[config.mk]
export PLATFORM = sky130hd
export DESIGN_NAME = draw_fill
export DESIGN_NICKNAME = d
export VERILOG_FILES = /design/src/rtl/draw_pkg.sv /design/src/rtl/draw_burstcalc.sv /design/src/rtl/draw_fill.sv
export SDC_FILE = /design/constraint.sdc
export NUM_CORES = 1
export LEC_CHECK = 0
export CAP_MARGIN = 20
export CORE_MARGIN = 10
export CORE_UTILIZATION = 45
export DETAILED_ROUTE_END_ITERATION = 6
export MAX_ROUTING_LAYER = met4
export PLACE_DENSITY_LB_ADDON = 0.05
export SYNTH_ARGS = -nofsm -noshare
export SYNTH_HDL_FRONTEND = slang
export SYNTH_SLANG_ARGS = --single-unit
[constraint.sdc]
create_clock -name ACLK -period 17 [get_ports ACLK]
set_clock_uncertainty 0.2 [all_clocks]
set_input_delay 3.4 -clock ACLK [delete_from_list [all_inputs] [get_ports ACLK]]
set_output_delay 3.4 -clock ACLK [all_outputs]
set_load 0.02 [all_outputs]
[src/rtl/draw_pkg.sv]
// rtl/draw_pkg.sv - shared state encoding and AXI constants for the fill engine
//
// Purpose: types and constants shared by draw_fill and draw_burstcalc.
// Ports: none (package).
package draw_pkg;

  typedef enum logic [2:0] {
    IDLE,
    AW,
    W,
    B,
    FIN
  } draw_state_e;

  localparam logic [2:0] AXI_SIZE_8B    = 3'b011;
  localparam logic [1:0] AXI_BURST_INCR = 2'b01;
  localparam logic [3:0] AXI_CACHE      = 4'b0011;

  localparam int MAX_BURST = 32;

endpackage

[src/rtl/draw_burstcalc.sv]
// rtl/draw_burstcalc.sv - combinational burst sizing for 8-byte-beat INCR bursts
//
// Purpose: picks the next burst length so that it never exceeds the beats left
// in the line, MAX_BEATS, or the distance to the next 4 KB boundary.
// Ports:
//   addr_beat   - address bits [11:3], beat index inside the current 4 KB page
//   beats_rem   - beats still to write in the current line (non-zero)
//   burst_beats - beats in the chosen burst (1..MAX_BEATS)
//   burst_len   - same value in AWLEN encoding (beats - 1)
//   beats_after - beats left in the line once this burst is done
module draw_burstcalc
  import draw_pkg::*;
#(
  parameter int MAX_BEATS = MAX_BURST
) (
  input  logic [8:0]  addr_beat,
  input  logic [11:0] beats_rem,
  output logic [11:0] burst_beats,
  output logic [7:0]  burst_len,
  output logic [11:0] beats_after
);

  localparam logic [11:0] MAX_B = 12'(MAX_BEATS);

  logic [11:0] room;

  always_comb begin
    // 512 beats per 4 KB page; room is always at least 1 for an aligned address
    room        = 12'd512 - {3'd0, addr_beat};
    burst_beats = beats_rem;
    if (burst_beats > MAX_B) burst_beats = MAX_B;
    if (burst_beats > room)  burst_beats = room;
    burst_len   = 8'(burst_beats - 12'd1);
    beats_after = beats_rem - burst_beats;
  end

endmodule

[src/rtl/draw_fill.sv]
// rtl/draw_fill.sv - solid-colour rectangle fill engine on the AXI write channels
//
// Purpose: writes FILL_H lines of FILL_W 32-bit pixels of COLOR starting at
// DSTADDR with line pitch STRIDE, one INCR burst outstanding at a time.
// Ports:
//   ACLK, ARESETN            - clock, asynchronous active-low reset
//   START, DSTADDR, STRIDE,
//   FILL_W, FILL_H, COLOR    - fill request, latched when idle
//   BUSY, DONE, ERR          - status (ERR sticky until next accepted START)
//   M_AXI_AW*, M_AXI_W*,
//   M_AXI_B*                 - AXI write address, data and response channels
module draw_fill
  import draw_pkg::*;
#(
  parameter int C_M_AXI_ADDR_WIDTH = 32,
  parameter int C_M_AXI_DATA_WIDTH = 64,
  parameter int MAX_BURST          = draw_pkg::MAX_BURST
) (
  input  logic                              ACLK,
  input  logic                              ARESETN,
  input  logic                              START,
  input  logic [31:0]                       DSTADDR,
  input  logic [15:0]                       STRIDE,
  input  logic [11:0]                       FILL_W,
  input  logic [11:0]                       FILL_H,
  input  logic [31:0]                       COLOR,
  output logic                              BUSY,
  output logic                              DONE,
  output logic                              ERR,
  output logic [C_M_AXI_ADDR_WIDTH-1:0]     M_AXI_AWADDR,
  output logic [7:0]                        M_AXI_AWLEN,
  output logic                              M_AXI_AWVALID,
  input  logic                              M_AXI_AWREADY,
  output logic [2:0]                        M_AXI_AWSIZE,
  output logic [1:0]                        M_AXI_AWBURST,
  output logic [3:0]                        M_AXI_AWCACHE,
  output logic [C_M_AXI_DATA_WIDTH-1:0]     M_AXI_WDATA,
  output logic [C_M_AXI_DATA_WIDTH/8-1:0]   M_AXI_WSTRB,
  output logic                              M_AXI_WLAST,
  output logic                              M_AXI_WVALID,
  input  logic                              M_AXI_WREADY,
  input  logic [1:0]                        M_AXI_BRESP,
  input  logic                              M_AXI_BVALID,
  output logic                              M_AXI_BREADY
);

  draw_state_e state, state_nxt;

  logic [31:0] line_base, nxt_addr, color_q;
  logic [15:0] stride_q;
  logic [11:0] bpl_q, beats_rem, lines_rem;
  logic        odd_q, ends_line, err_q;
  logic [7:0]  beat_cnt;

  logic [31:0] dst_al, calc_addr;
  logic [11:0] bpl_in, calc_beats, bc_beats, bc_after;
  logic [7:0]  bc_len;
  logic        start_acc, zero_fill, b_hs, w_hs, w_last;
  logic        line_end, last_line, fill_end, issue, line_adv;

  assign dst_al    = DSTADDR & 32'hFFFF_FFF8;
  assign bpl_in    = {1'b0, FILL_W[11:1]} + {11'd0, FILL_W[0]};
  assign start_acc = (state == IDLE) && START;
  assign zero_fill = (FILL_W == 12'd0) || (FILL_H == 12'd0);
  assign b_hs      = (state == B) && M_AXI_BVALID;
  assign w_hs      = (state == W) && M_AXI_WREADY;
  assign w_last    = (beat_cnt == M_AXI_AWLEN);
  assign line_end  = (beats_rem == 12'd0);
  assign last_line = (lines_rem == 12'd1);
  assign fill_end  = line_end && last_line;
  // A burst is sized and registered in the same cycle the previous step
  // completes, so AWADDR/AWLEN are already valid when AWVALID rises.
  assign issue     = (start_acc && !zero_fill) || (b_hs && !fill_end);
  assign line_adv  = b_hs && line_end && !last_line;

  always_comb begin
    calc_addr  = nxt_addr;
    calc_beats = beats_rem;
    if (state == IDLE) begin
      calc_addr  = dst_al;
      calc_beats = bpl_in;
    end else if (line_end) begin
      calc_addr  = line_base + {16'd0, stride_q};
      calc_beats = bpl_q;
    end
  end

  draw_burstcalc #(.MAX_BEATS(MAX_BURST)) u_burstcalc (
    .addr_beat   (calc_addr[11:3]),
    .beats_rem   (calc_beats),
    .burst_beats (bc_beats),
    .burst_len   (bc_len),
    .beats_after (bc_after)
  );

  always_ff @(posedge ACLK or negedge ARESETN) begin
    if (!ARESETN) begin
      state        <= IDLE;
      line_base    <= '0;
      nxt_addr     <= '0;
      color_q      <= '0;
      stride_q     <= '0;
      bpl_q        <= '0;
      beats_rem    <= '0;
      lines_rem    <= '0;
      odd_q        <= 1'b0;
      ends_line    <= 1'b0;
      err_q        <= 1'b0;
      beat_cnt     <= '0;
      M_AXI_AWADDR <= '0;
      M_AXI_AWLEN  <= '0;
    end else begin
      state <= state_nxt;
      if (start_acc) begin
        line_base <= dst_al;
        color_q   <= COLOR;
        stride_q  <= STRIDE & 16'hFFF8;
        bpl_q     <= bpl_in;
        odd_q     <= FILL_W[0];
        lines_rem <= FILL_H;
        err_q     <= 1'b0;
      end
      if (b_hs && (M_AXI_BRESP != 2'b00)) err_q <= 1'b1;
      if (line_adv) begin
        line_base <= calc_addr;
        lines_rem <= lines_rem - 12'd1;
      end
      if (issue) begin
        M_AXI_AWADDR <= calc_addr;
        M_AXI_AWLEN  <= bc_len;
        nxt_addr     <= calc_addr + {17'd0, bc_beats, 3'd0};
        beats_rem    <= bc_after;
        ends_line    <= (bc_after == 12'd0);
        beat_cnt     <= '0;
      end else if (w_hs) begin
        beat_cnt <= beat_cnt + 8'd1;
      end
    end
  end

  always_comb begin
    state_nxt     = state;
    M_AXI_AWVALID = 1'b0;
    M_AXI_WVALID  = 1'b0;
    M_AXI_WLAST   = 1'b0;
    M_AXI_WSTRB   = 8'h00;
    M_AXI_BREADY  = 1'b0;
    DONE          = 1'b0;
    BUSY          = (state != IDLE);
    case (state)
      IDLE: if (START) state_nxt = zero_fill ? FIN : AW;
      AW: begin
        M_AXI_AWVALID = 1'b1;
        if (M_AXI_AWREADY) state_nxt = W;
      end
      W: begin
        M_AXI_WVALID = 1'b1;
        M_AXI_WLAST  = w_last;
        // Only the line's final beat of an odd-width line is half-used
        M_AXI_WSTRB  = (w_last && ends_line && odd_q) ? 8'h0F : 8'hFF;
        if (M_AXI_WREADY && w_last) state_nxt = B;
      end
      B: begin
        M_AXI_BREADY = 1'b1;
        if (M_AXI_BVALID) state_nxt = fill_end ? FIN : AW;
      end
      FIN: begin
        DONE      = 1'b1;
        state_nxt = IDLE;
      end
      default: state_nxt = IDLE;
    endcase
  end

  assign ERR           = err_q;
  assign M_AXI_WDATA   = {color_q, color_q};
  assign M_AXI_AWSIZE  = AXI_SIZE_8B;
  assign M_AXI_AWBURST = AXI_BURST_INCR;
  assign M_AXI_AWCACHE = AXI_CACHE;

endmodule

Word-level counts from Yosys, hierarchy flattened
Index checks and enable logic that the tools add are counted.
- bits in registers: 199
- output and inout port bits: 128
- logic and storage cells: 90
- add/subtract/negate cells: 8
- magnitude comparators: 2
- equality and inequality tests: 10
- mux-type cells: 28
- reductions and logical operators: 28
- operators with widths (operator ; count):
    two-way mux 32 bit ; 4
    two-way mux 12 bit ; 6
    logical NOT 12 bit ; 4
    adder 32 x 15 -> 32 bit ; 1
    adder 32 x 16 -> 32 bit ; 1
    two-way mux 8 bit ; 4
    two-way mux 3 bit ; 6
    adder 11 x 1 -> 12 bit ; 1
    equality test 12 x 1 -> 1 bit (second input constant) ; 1
    > comparator 12 bit ; 1
    > comparator 12 x 6 -> 1 bit (second input constant) ; 1
    logical AND 1 bit ; 12
    one-hot mux 3 bit (4 select lines) ; 1
    subtractor 12 x 1 -> 12 bit (second input constant) ; 1
    subtractor 12 bit ; 1
    subtractor 10 x 9 -> 11 bit (first input constant) ; 1
    adder 8 x 1 -> 8 bit (second input constant) ; 1
    equality test 8 bit ; 1
    nonzero test 2 bit ; 4
    subtractor 8 x 1 -> 8 bit (second input constant) ; 1
    two-way mux 1 bit ; 7
    equality test 3 x 2 -> 1 bit (second input constant) ; 2
    inequality test 2 bit (second input constant) ; 3
    AND reduction 4 bit ; 1
    other kinds (7) ; 10

Longest topological paths before layout
Gate-level depths: netlist of the first run.
- word-level depth: 9
- gate-level depth with buffers: 37
- gate-level depth less buffers: 33

Cells and area by module
A second synthesis of the first run with hierarchy kept.
- cells, all modules: 1547
- area total of the unflattened synthesis: 12917.4 um^2
- by module, submodules not included (module ; instances ; cells an instance ; area each (um^2) ; seq. area each (um^2)):
    draw_fill ; 1 ; 1338 ; 11415.9 ; 4904.7
    draw_burstcalc ; 1 ; 209 ; 1501.4 ; 0.0

Worst setup path before layout of the first run
OpenSTA, ideal clock, no wires.
- path kind: input port to flip-flop
- start point: in FILL_W[0]
- end point: reg nxt_addr[30]
- arrival time: 9620 ps
- slack: 7102 ps
- stages: 31
- cell sequence: ha_1 -> ha_1 -> nand2_1 -> nor3_1 -> mux2i_1 -> a31oi_1 -> nor3_1 -> inv_1 -> nor2_1 -> ha_1 -> nor2b_1 -> o211ai_1 -> a211oi_1 -> o21a_1 -> clkbuf_1 -> clkbuf_1 -> nor3_1 -> a21oi_1 -> inv_1 -> ha_1 -> a21o_1 -> a21oi_1 -> o21bai_1 -> a21oi_1 -> a21oi_1 -> a2111oi_1 -> nor4b_2 -> o21bai_1 -> a2111oi_0 -> xor2_1 -> a21oi_1
- longest elaborated chain between the ends: 7
- ends and longest elaborated chain (item ; line ; source):
    start: declaration ; draw_fill.sv:24 ; input logic [11:0] FILL_W,
    adder 11 x 1 -> 12 bit ; draw_fill.sv:62 ; assign bpl_in = {1'b0, FILL_W[11:1]} + {11'd0, FILL_W[0]};
    two-way mux 12 bit ; draw_fill.sv:79 ; if (state == IDLE) begin
    > comparator 12 x 6 -> 1 bit ; draw_burstcalc.sv:31 ; if (burst_beats > MAX_B) burst_beats = MAX_B;
    two-way mux 12 bit ; draw_burstcalc.sv:31 ;
    > comparator 12 bit ; draw_burstcalc.sv:32 ; if (burst_beats > room) burst_beats = room;
    two-way mux 12 bit ; draw_burstcalc.sv:32 ;
    adder 32 x 15 -> 32 bit ; draw_fill.sv:131 ; nxt_addr <= calc_addr + {17'd0, bc_beats, 3'd0};
    end signal: assignment ; draw_fill.sv:131 ;
    end: declaration ; draw_fill.sv:49 ; logic [31:0] line_base, nxt_addr, color_q;
Parallel ways exist; a longest one is shown, timed or not.
A chain may end at the register's enable or synchronous reset.

Worst setup path after layout of the first run
Same ends and word-level chain as after synthesis.

==> results of run 1 <==
## cell families (layout without fill, tap and decap cells)
kind of cell / after synthesis / after routing / synth area share [%]
XOR/XNOR: 84 / 84 / 5.720
other: 2 / 18 / 0.05839
adder cells (fa/ha/maj): 50 / 50 / 5.039
AO/OA/AOI/OAI: 379 / 379 / 19.60
multiplexers: 14 / 14 / 1.109
buffers and inverters: 174 / 314 / 6.606
flip-flops: 196 / 196 / 38.14
AND/OR/NAND/NOR: 678 / 678 / 23.73
## per-layer routing
metal / share of wire, % / up-vias
met2: 49 / 330
li1: - / 5765
met5: 0 / -
met4: 2.5 / 0
met3: 4.8 / 55
met1: 44 / 5660
## cells in the final DEF (no fill, tap or decap), drive strengths merged, types with 6 or more instances in the layout
| cell type | n |
|---|---|
| nand2 | 327 |
| clkdlybuf4s50 | 223 |
| dfrtp | 196 |
| nor2 | 161 |
| a21oi | 120 |
| xnor2 | 62 |
| o21ai | 60 |
| inv | 48 |
| ha | 47 |
| nor3 | 30 |
| a31oi | 29 |
| nand3 | 28 |
| and3 | 28 |
| xor2 | 22 |
| a211oi | 22 |
| nor4 | 20 |
| clkbuf | 19 |
| nand4 | 17 |
| conb | 16 |
| and2 | 16 |
| o31ai | 15 |
| buf | 15 |
| o21a | 13 |
| nand2b | 12 |
| a21o | 12 |
| a22oi | 12 |
| mux2i | 12 |
| o22ai | 10 |
| o211ai | 9 |
| or4 | 8 |
| clkinv | 8 |
| nor2b | 7 |
| o21bai | 7 |
| a22o | 6 |
| o2111ai | 6 |
| a2111oi | 6 |
## power by group through the flow
| stage | logic, mW | clock network [mW] | registers (mW) |
|---|---|---|---|
| 3_5_place_dp | 2.20 | 0 | 0.847 |
| 6_report | 2.22 | 0.413 | 0.840 |
| 4_1_cts | 2.21 | 0.424 | 0.840 |
| 3_3_place_gp | 2.17 | 0 | 0.841 |
| 2_1_floorplan | 1.48 | 0 | 0.900 |
| 5_1_grt | 2.45 | 0.438 | 0.870 |
## layout make-up
class	instances	area share, %
clock inverter	14	1.027
multi-input combinational	1221	45.85
inverter	43	1.027
tap	378	3.008
antenna	2	0.03183
sequential	196	31.20
timing repair buffer	239	15.13
clock buffer	18	2.730
## sequential cells by signal (all words and copies together), names as in the netlist, 3 cells and up
register / count
line_base: 32
M_AXI_AWLEN: 8
nxt_addr: 29
lines_rem: 12
state: 3
color_q: 32
stride_q: 13
bpl_q: 12
beat_cnt: 8
beats_rem: 12
M_AXI_AWADDR: 32
## through the flow
stage	instance area, um2	instances
2_1_floorplan	12910	1591
3_3_place_gp	15100	2076
3_5_place_dp	15100	2076
4_1_cts	15690	2108
5_1_grt	15720	2111
6_report	15720	2111
## worst max-delay path: cells and delay by family
family                     cells  cell delay, ns
and+or+nand+nor                7            1.69
muxes                          1            0.23
AOI/OAI and AO/OA             14            4.84
adders and majority gates      4            0.86
buffers and inverters          3            0.93
xor gates and xnor gates       1            0.22
## worst min-delay path by stage
stage / slack, ns / end / cells past startpoint / from
floorplan: 0.24 / nxt_addr[3] / 2 / nxt_addr[3]
global placement: 0.25 / M_AXI_AWADDR[5] / 2 / M_AXI_AWADDR[5]
detailed placement: 0.26 / M_AXI_AWADDR[13] / 2 / M_AXI_AWADDR[13]
CTS: 0.28 / M_AXI_AWADDR[13] / 2 / M_AXI_AWADDR[13]
global route: 0.29 / nxt_addr[3] / 2 / nxt_addr[3]
finish: 0.27 / M_AXI_AWADDR[5] / 2 / M_AXI_AWADDR[5]
==> run summary, run 1 <==
The flow ran to the end, and the final reports show no timing, DRC or antenna violations. The clock sink total was 196; the fraction of final layout cells sized beyond drive strength 1 was 4.564%. The startpoint type of the worst setup path was a primary input. Global routing used 22.99% of the available tracks across all layers. The detailed router finished its first iteration with 990 violations. The run gives 3.234% as the global routing met3 resource utilization.

VDD sags by at most 0.08978 mV. The final count of hold timing violations was 0; the die area was 35740 um2. Cell count after synthesis: 1577.

The fraction of met1 tracks used by global routing was 29.39%; the cell-internal power was 1.758 mW. The leakage component of the power was 6.703 nW; the count of hold-fix buffers inserted at cts was 0. In this run, CTS created clock tree buffers numbering 17.

Measured against its own limit, the worst slew margin works out to 25.17%. In this run the worst path has a maximum fanout of 20. The commonest cells after synthesis are sky130_fd_sc_hd__nand2_1, sky130_fd_sc_hd__dfrtp_1, sky130_fd_sc_hd__nor2_1, sky130_fd_sc_hd__a21oi_1, sky130_fd_sc_hd__clkbuf_1. The tools report the data arrival at the endpoint of the critical path as 12.18 ns. Summed over all instances, the cell type with the most area after synthesis is sky130_fd_sc_hd__dfrtp_1. The net count of the finished layout is 1880.

sky130_fd_sc_hd__nand2_1 is the most common cell in the netlist. The tools report the net switching power figure as 1.720 mW. The area added between synthesis and finish came out at 22.24%. The top achievable clock speed was 83.32 MHz; the number of top-level design ports was 240. In the final routed layout, each cell accounts on average for 19.18 um. Setup total negative slack on the finished layout was measured at 0 ns.

The total of buffers placed on input and output ports is 224. For the count of buffers added by post-CTS timing repair for setup, the log shows 0. The busiest layer in global routing was met2. In the final layout, the multi-input gates occupy 7208 um2. The clock transition at the registers of the reported paths is 0.08 ns.

Cells fill 56.13% of the core in the end. For the number of distinct library cells after synthesis, the log shows 89. Post-CTS repair changed the size of 0 cells. Before antenna repair, the detailed router went through 6 iterations. The routed design could run at a clock period as short as 12.00 ns.

The mean cell area of the mapped netlist came out at 8.155 um2. The worst register-to-register path ends at nxt_addr[30]. For flop-to-flop paths, the worst setup slack is 6.91 ns. The count of filler cells inserted in the layout was 2659. Summing over every cut layer, the via total after detailed routing is 11.81k. In the final layout, flip-flops and latches occupy 4905 um2. In this run the worst setup path terminates at nxt_addr[30]. The run gives 2 as the maximum buffer depth of the clock tree. Using the TritonRoute via totals, the vias-per-cell ratio works out to 5.595.

The tools report the start point of the critical path as FILL_W[0]. The predominant post-synthesis flop cell is sky130_fd_sc_hd__dfrtp_1. Clock latency on the worst-skew pair, taken at its later pin, is 0.45 ns.

The startpoint identified for the worst register-to-register timing path is beats_rem[6]. During synthesis, Yosys emitted a total of 0 warnings. For this run, asynchronously set or reset flops after synthesis account for 100.0%. Power spread over the standard cell area amounts to 221.2 nW/um2. The number of violations of the max-capacitance limit is 0. The sequential-to-total area share from yosys stat was 38.14%. The horizontal die dimension works out to 189.1 um. The clock network is responsible for 11.9% of the overall power. In this run the clock root is driven by a sky130_fd_sc_hd__clkbuf_16. After global routing the overflow that remains totals 0. In this run the worst hold path is classified as register to register.

Across all hold checks on the routed design, the worst slack comes to 0.2713 ns. In this run switching power makes up 49.46% of total power. For this block, the routed nets add up to 40490 um of wire. For the synthesized area, the log shows 12860 um2. Per report_power, the combinational group accounts for 64.0% of the total. Setup slack on the critical path of the routed design comes to 4.998 ns. Prior to clock tree synthesis, the placed netlist has a worst setup slack of 4.703 ns. Registers are responsible for 24.2% of the overall power. The cell depth of the worst flop-to-flop path was 30. The number of enable-type register cells in the synthesized netlist was 0. The logs give 28010 um2 for the core footprint and 2 for the initial antenna violation count. Ranked by total cell area, the synthesized netlist is headed by sky130_fd_sc_hd__dfrtp_1, sky130_fd_sc_hd__nand2_1, sky130_fd_sc_hd__a21oi_1. The cell with the largest stage delay on the worst path was sky130_fd_sc_hd__a2111oi_1. Detailed placement finished with a half-perimeter wire length of 29400 um.

The tools report the number of rows created at floorplan as 61. The detail route stage leaves a number of antenna-violating nets equal to 0. Setup repair after global routing left no endpoint under its margin.

Among the stages of the critical path, the cell type that occurs most often is sky130_fd_sc_hd__a21oi_1. The floorplan die height was 189.1 um; the global-route met2 utilization was 37.11%. TritonCTS built the clock tree. The actual slew at the worst max-slew pin works out to 1.123 ns. The tools report the data required time at the worst endpoint as 17.18 ns. The critical path is of the primary input to register type. The tools report the deepest level of the CTS H-tree as 4.

The initial utilization of the core area, before any placement, comes to 45.92%. The area share of the leading cell type in the synthesized netlist is 38.14%, and the maximum number of pins on one net before global-route repair is 106. The tools report the sort of element at the end of the critical path as a register.

Final number of max-transition violations: 0. Total power for the finished layout comes to 3.478 mW. In this run, synthesis produced a sequential element count of 196.

Routability-driven placement finished with a final weighted congestion of 0.8958. The tools report the number of global-route vias before repair as 11.60k. The first global-routing pass estimated 64890 um of wire. Setup violations remaining at the end of the flow were counted as 0. The final critical-path share of the clock period is 70.60%. In the routed design, unresolved DRC markers number 0.

The largest single stage delay on the critical path is 0.86 ns.
Note: power is estimated with default switching activity, not from simulation.
==> run 2, diff against run 1 <==
==> constraint.sdc (replaced) <==
create_clock -name ACLK -period 12.1 [get_ports ACLK]
set_clock_uncertainty 0.2 [all_clocks]
set_input_delay 2.42 -clock ACLK [delete_from_list [all_inputs] [get_ports ACLK]]
set_output_delay 2.42 -clock ACLK [all_outputs]
set_load 0.02 [all_outputs]
==> run 2 against run 1 <==
Flip-flop and latch count unchanged; critical path depth increased by 1; final area about the same; setup slack got worse by 3.2 ns; clock-buffer cell count increased by 1; utilization about the same; first-iteration DRC count decreased by 19%; die area unchanged; clock power increased by 45%; wire length increased by 0.66%; via count increased by 0.77%; combinational power increased by 41%; critical endpoint unchanged; largest cell class unchanged; largest power group unchanged; highest routed layer unchanged.
==> run summary, run 2 (synthesis results as in run 1) <==
Data on the critical path is required at its endpoint by 12.28 ns. The reg-to-reg setup timing slack is 2.50 ns, and the horizontal die dimension is 189.1 um. The run finished with clean final reports.

STA puts the critical path data arrival time at 10.49 ns. Setup repair after global routing left no endpoint under its margin. The run gives 0.9111 as the final weighted congestion in routability-driven placement.

The longest individual stage delay on the worst path works out to 0.87 ns. For hold timing, the worst endpoint is M_AXI_AWADDR[5]. In the layout the commonest cells are sky130_fd_sc_hd__nand2_1, sky130_fd_sc_hd__clkdlybuf4s50_1, sky130_fd_sc_hd__dfrtp_1.

For the worst setup slack before clock tree synthesis, the log shows 1.516 ns. Final setup violation count: 0. After the last flow step, the layout net total stands at 1882. In this run, CTS created clock tree buffers numbering 17.

For this configuration, the core starts out at a cell density of 45.92%. Summing all placed instances gives a cell area of 15120 um2. The most common cell after layout, fill and taps aside is sky130_fd_sc_hd__nand2_1. Across all hold checks on the routed design, the worst slack comes to 0.2694 ns. The final count of hold timing violations was 0. The detailed router placed 11.90k vias in this run.

For the global routing usage summed across all routing layers, the log shows 23.06%. The count of hold-fix buffers inserted at cts was 0; the clock transition at the registers of the reported paths was 0.08 ns. For the iteration-0 DRC count of the detailed router, the log shows 805.

The sort of element at the end of the critical path is a register. The final non-filler cell area was 15730 um2; the core footprint was 28010 um2. The fraction of final layout cells sized beyond drive strength 1 came out at 4.674%. The number of top-level design ports is 240, and the clock sink total is 196. The worst path in the final design needs a cycle of 10.30 ns, including I/O delays and setup.

The worst setup slack after layout is 1.795 ns, and the maximum buffer depth of the clock tree is 2. The worst setup path is launched from a primary input. The total congestion overflow after global routing came out at 0. Once the clock tree was built, the resizer swapped 0 gates to a different size. The final number of max-transition violations was 0. The wire length per cell came out at 19.30 um. End of the worst register-to-register path: nxt_addr[30]. Die area: 35740 um2. Cells fill 56.14% of the core in the end. The tools report the leakage component of the power as 6.715 nW.

After detailed routing, the number of vias per cell comes to 5.635. The area added between synthesis and finish was 22.27%. The largest registers in the layout are M_AXI_AWADDR (32), color_q (32), line_base (32). The tool flagged a number of max-cap violations equal to 0. The largest individual stage delay along the critical path comes from the cell sky130_fd_sc_hd__a2111oi_1. The routed design has 40760 um of wire. Type of the worst setup path: primary input to register.

For the final routed database, the setup TNS stands at 0 ns. Estimated wirelength of the detail-placed design: 29780 um. The total of buffers placed on input and output ports was 224; the number of global-route vias before repair was 11.59k. Cell depth of the worst flop-to-flop path: 31. The worst hold path begins at M_AXI_AWADDR[5]. The first global-routing pass estimated 64830 um of wire.

Across the VDD grid, the largest voltage drop is 0.1167 mV. The total iterations of the first detailed-routing run is 5. In this run the worst setup path begins at FILL_W[1]. The worst register-to-register path begins at beats_rem[7].

The top achievable clock speed was 97.04 MHz; the actual slew at the worst max-slew pin was 1.084 ns. For this run, design rule violations remaining after detail routing come to 0. Entering global routing, the biggest net connects 83 pins. In this run the worst path has a maximum fanout of 20.

The run gives 1 as the initial antenna violation count. The run gives 4 as the deepest level of the CTS H-tree. TritonCTS built the clock tree.

The cell depth of the worst hold path was 2. The min-delay analysis places its worst path in the category register to register. The clock latency on the worst-skew pair is 0.45 ns, and the final critical-path share of the clock period is 85.16%. The number of rows created at floorplan came out at 61.

The areal power density over the cells works out to 312.6 nW/um2. The die is 189.1 um tall. The cell chosen for the clock root was sky130_fd_sc_hd__clkbuf_16. Post-CTS timing repair inserted 0 buffers for setup.

In this run the tightest slew margin relative to its limit is 27.75%. Once detail routing completed, the nets flagged for antenna violations numbered 0.
run 2: cell count changes in the layout (fill, tap and decap cells not counted), sizes merged:
cell / previous run / this run
bufinv: 0 / 1
clkbuf: 19 / 20
clkinv: 8 / 2
inv: 48 / 52
buf: 15 / 17
diode: 2 / 1
run 2: report_power, final:
| part | internal, mW | total (mW) | switching (mW) | leakage [nW] |
|---|---|---|---|---|
| Clock | 0.303 | 0.600 | 0.298 | 0.293 |
| Sequential | 0.949 | 1.18 | 0.231 | 2.39 |
| Combinational | 1.24 | 3.14 | 1.89 | 4.04 |
run 2: how the worst max path moves through the flow:
stage                              end  slack (ns)  depth (start not counted)
final                     nxt_addr[30]        1.80                         31
after global routing      nxt_addr[30]        1.14                         31
after CTS                 nxt_addr[30]        1.96                         31
after detailed placement  nxt_addr[30]        1.52                         31
after global placement    nxt_addr[18]        1.61                         31
after floorplan           nxt_addr[30]        3.18                         31
run 2: per-stage QoR:
| step | power [mW] | instances |
|---|---|---|
| floorplan | 3.341 | 1591 |
| CTS | 4.921 | 2111 |
| global route | 5.306 | 2112 |
| detailed placement | 4.299 | 2079 |
| finish | 4.916 | 2112 |
| global placement | 4.243 | 2079 |
run 2: cell type report:
type	instances	area, um2
Antenna cell	1	2.502
Clock buffer	19	442.9
Clock inverter	13	158.9
Fill cell	2695	12290
Inverter	43	161.4
Multi-Input combinational cell	1221	7208
Sequential cell	196	4905
Tap cell	378	473.0
Timing Repair Buffer	241	2374
run 2: critical path, delay by kind of cell:
family / cells / cell delay, ns
buffers and inverters: 4 / 1.11
xor gates and xnor gates: 1 / 0.22
and+or+nand+nor: 7 / 1.62
AOI/OAI and AO/OA: 14 / 4.01
adders and majority gates: 4 / 0.85
muxes: 1 / 0.23
run 2: layer usage:
layer / global-route usage (%) / share of wire [%]
met1: 29.25 / 43
met2: 37.70 / 49
met3: 3.822 / 5.4
met4: 5.769 / 1.8
met5: - / 0
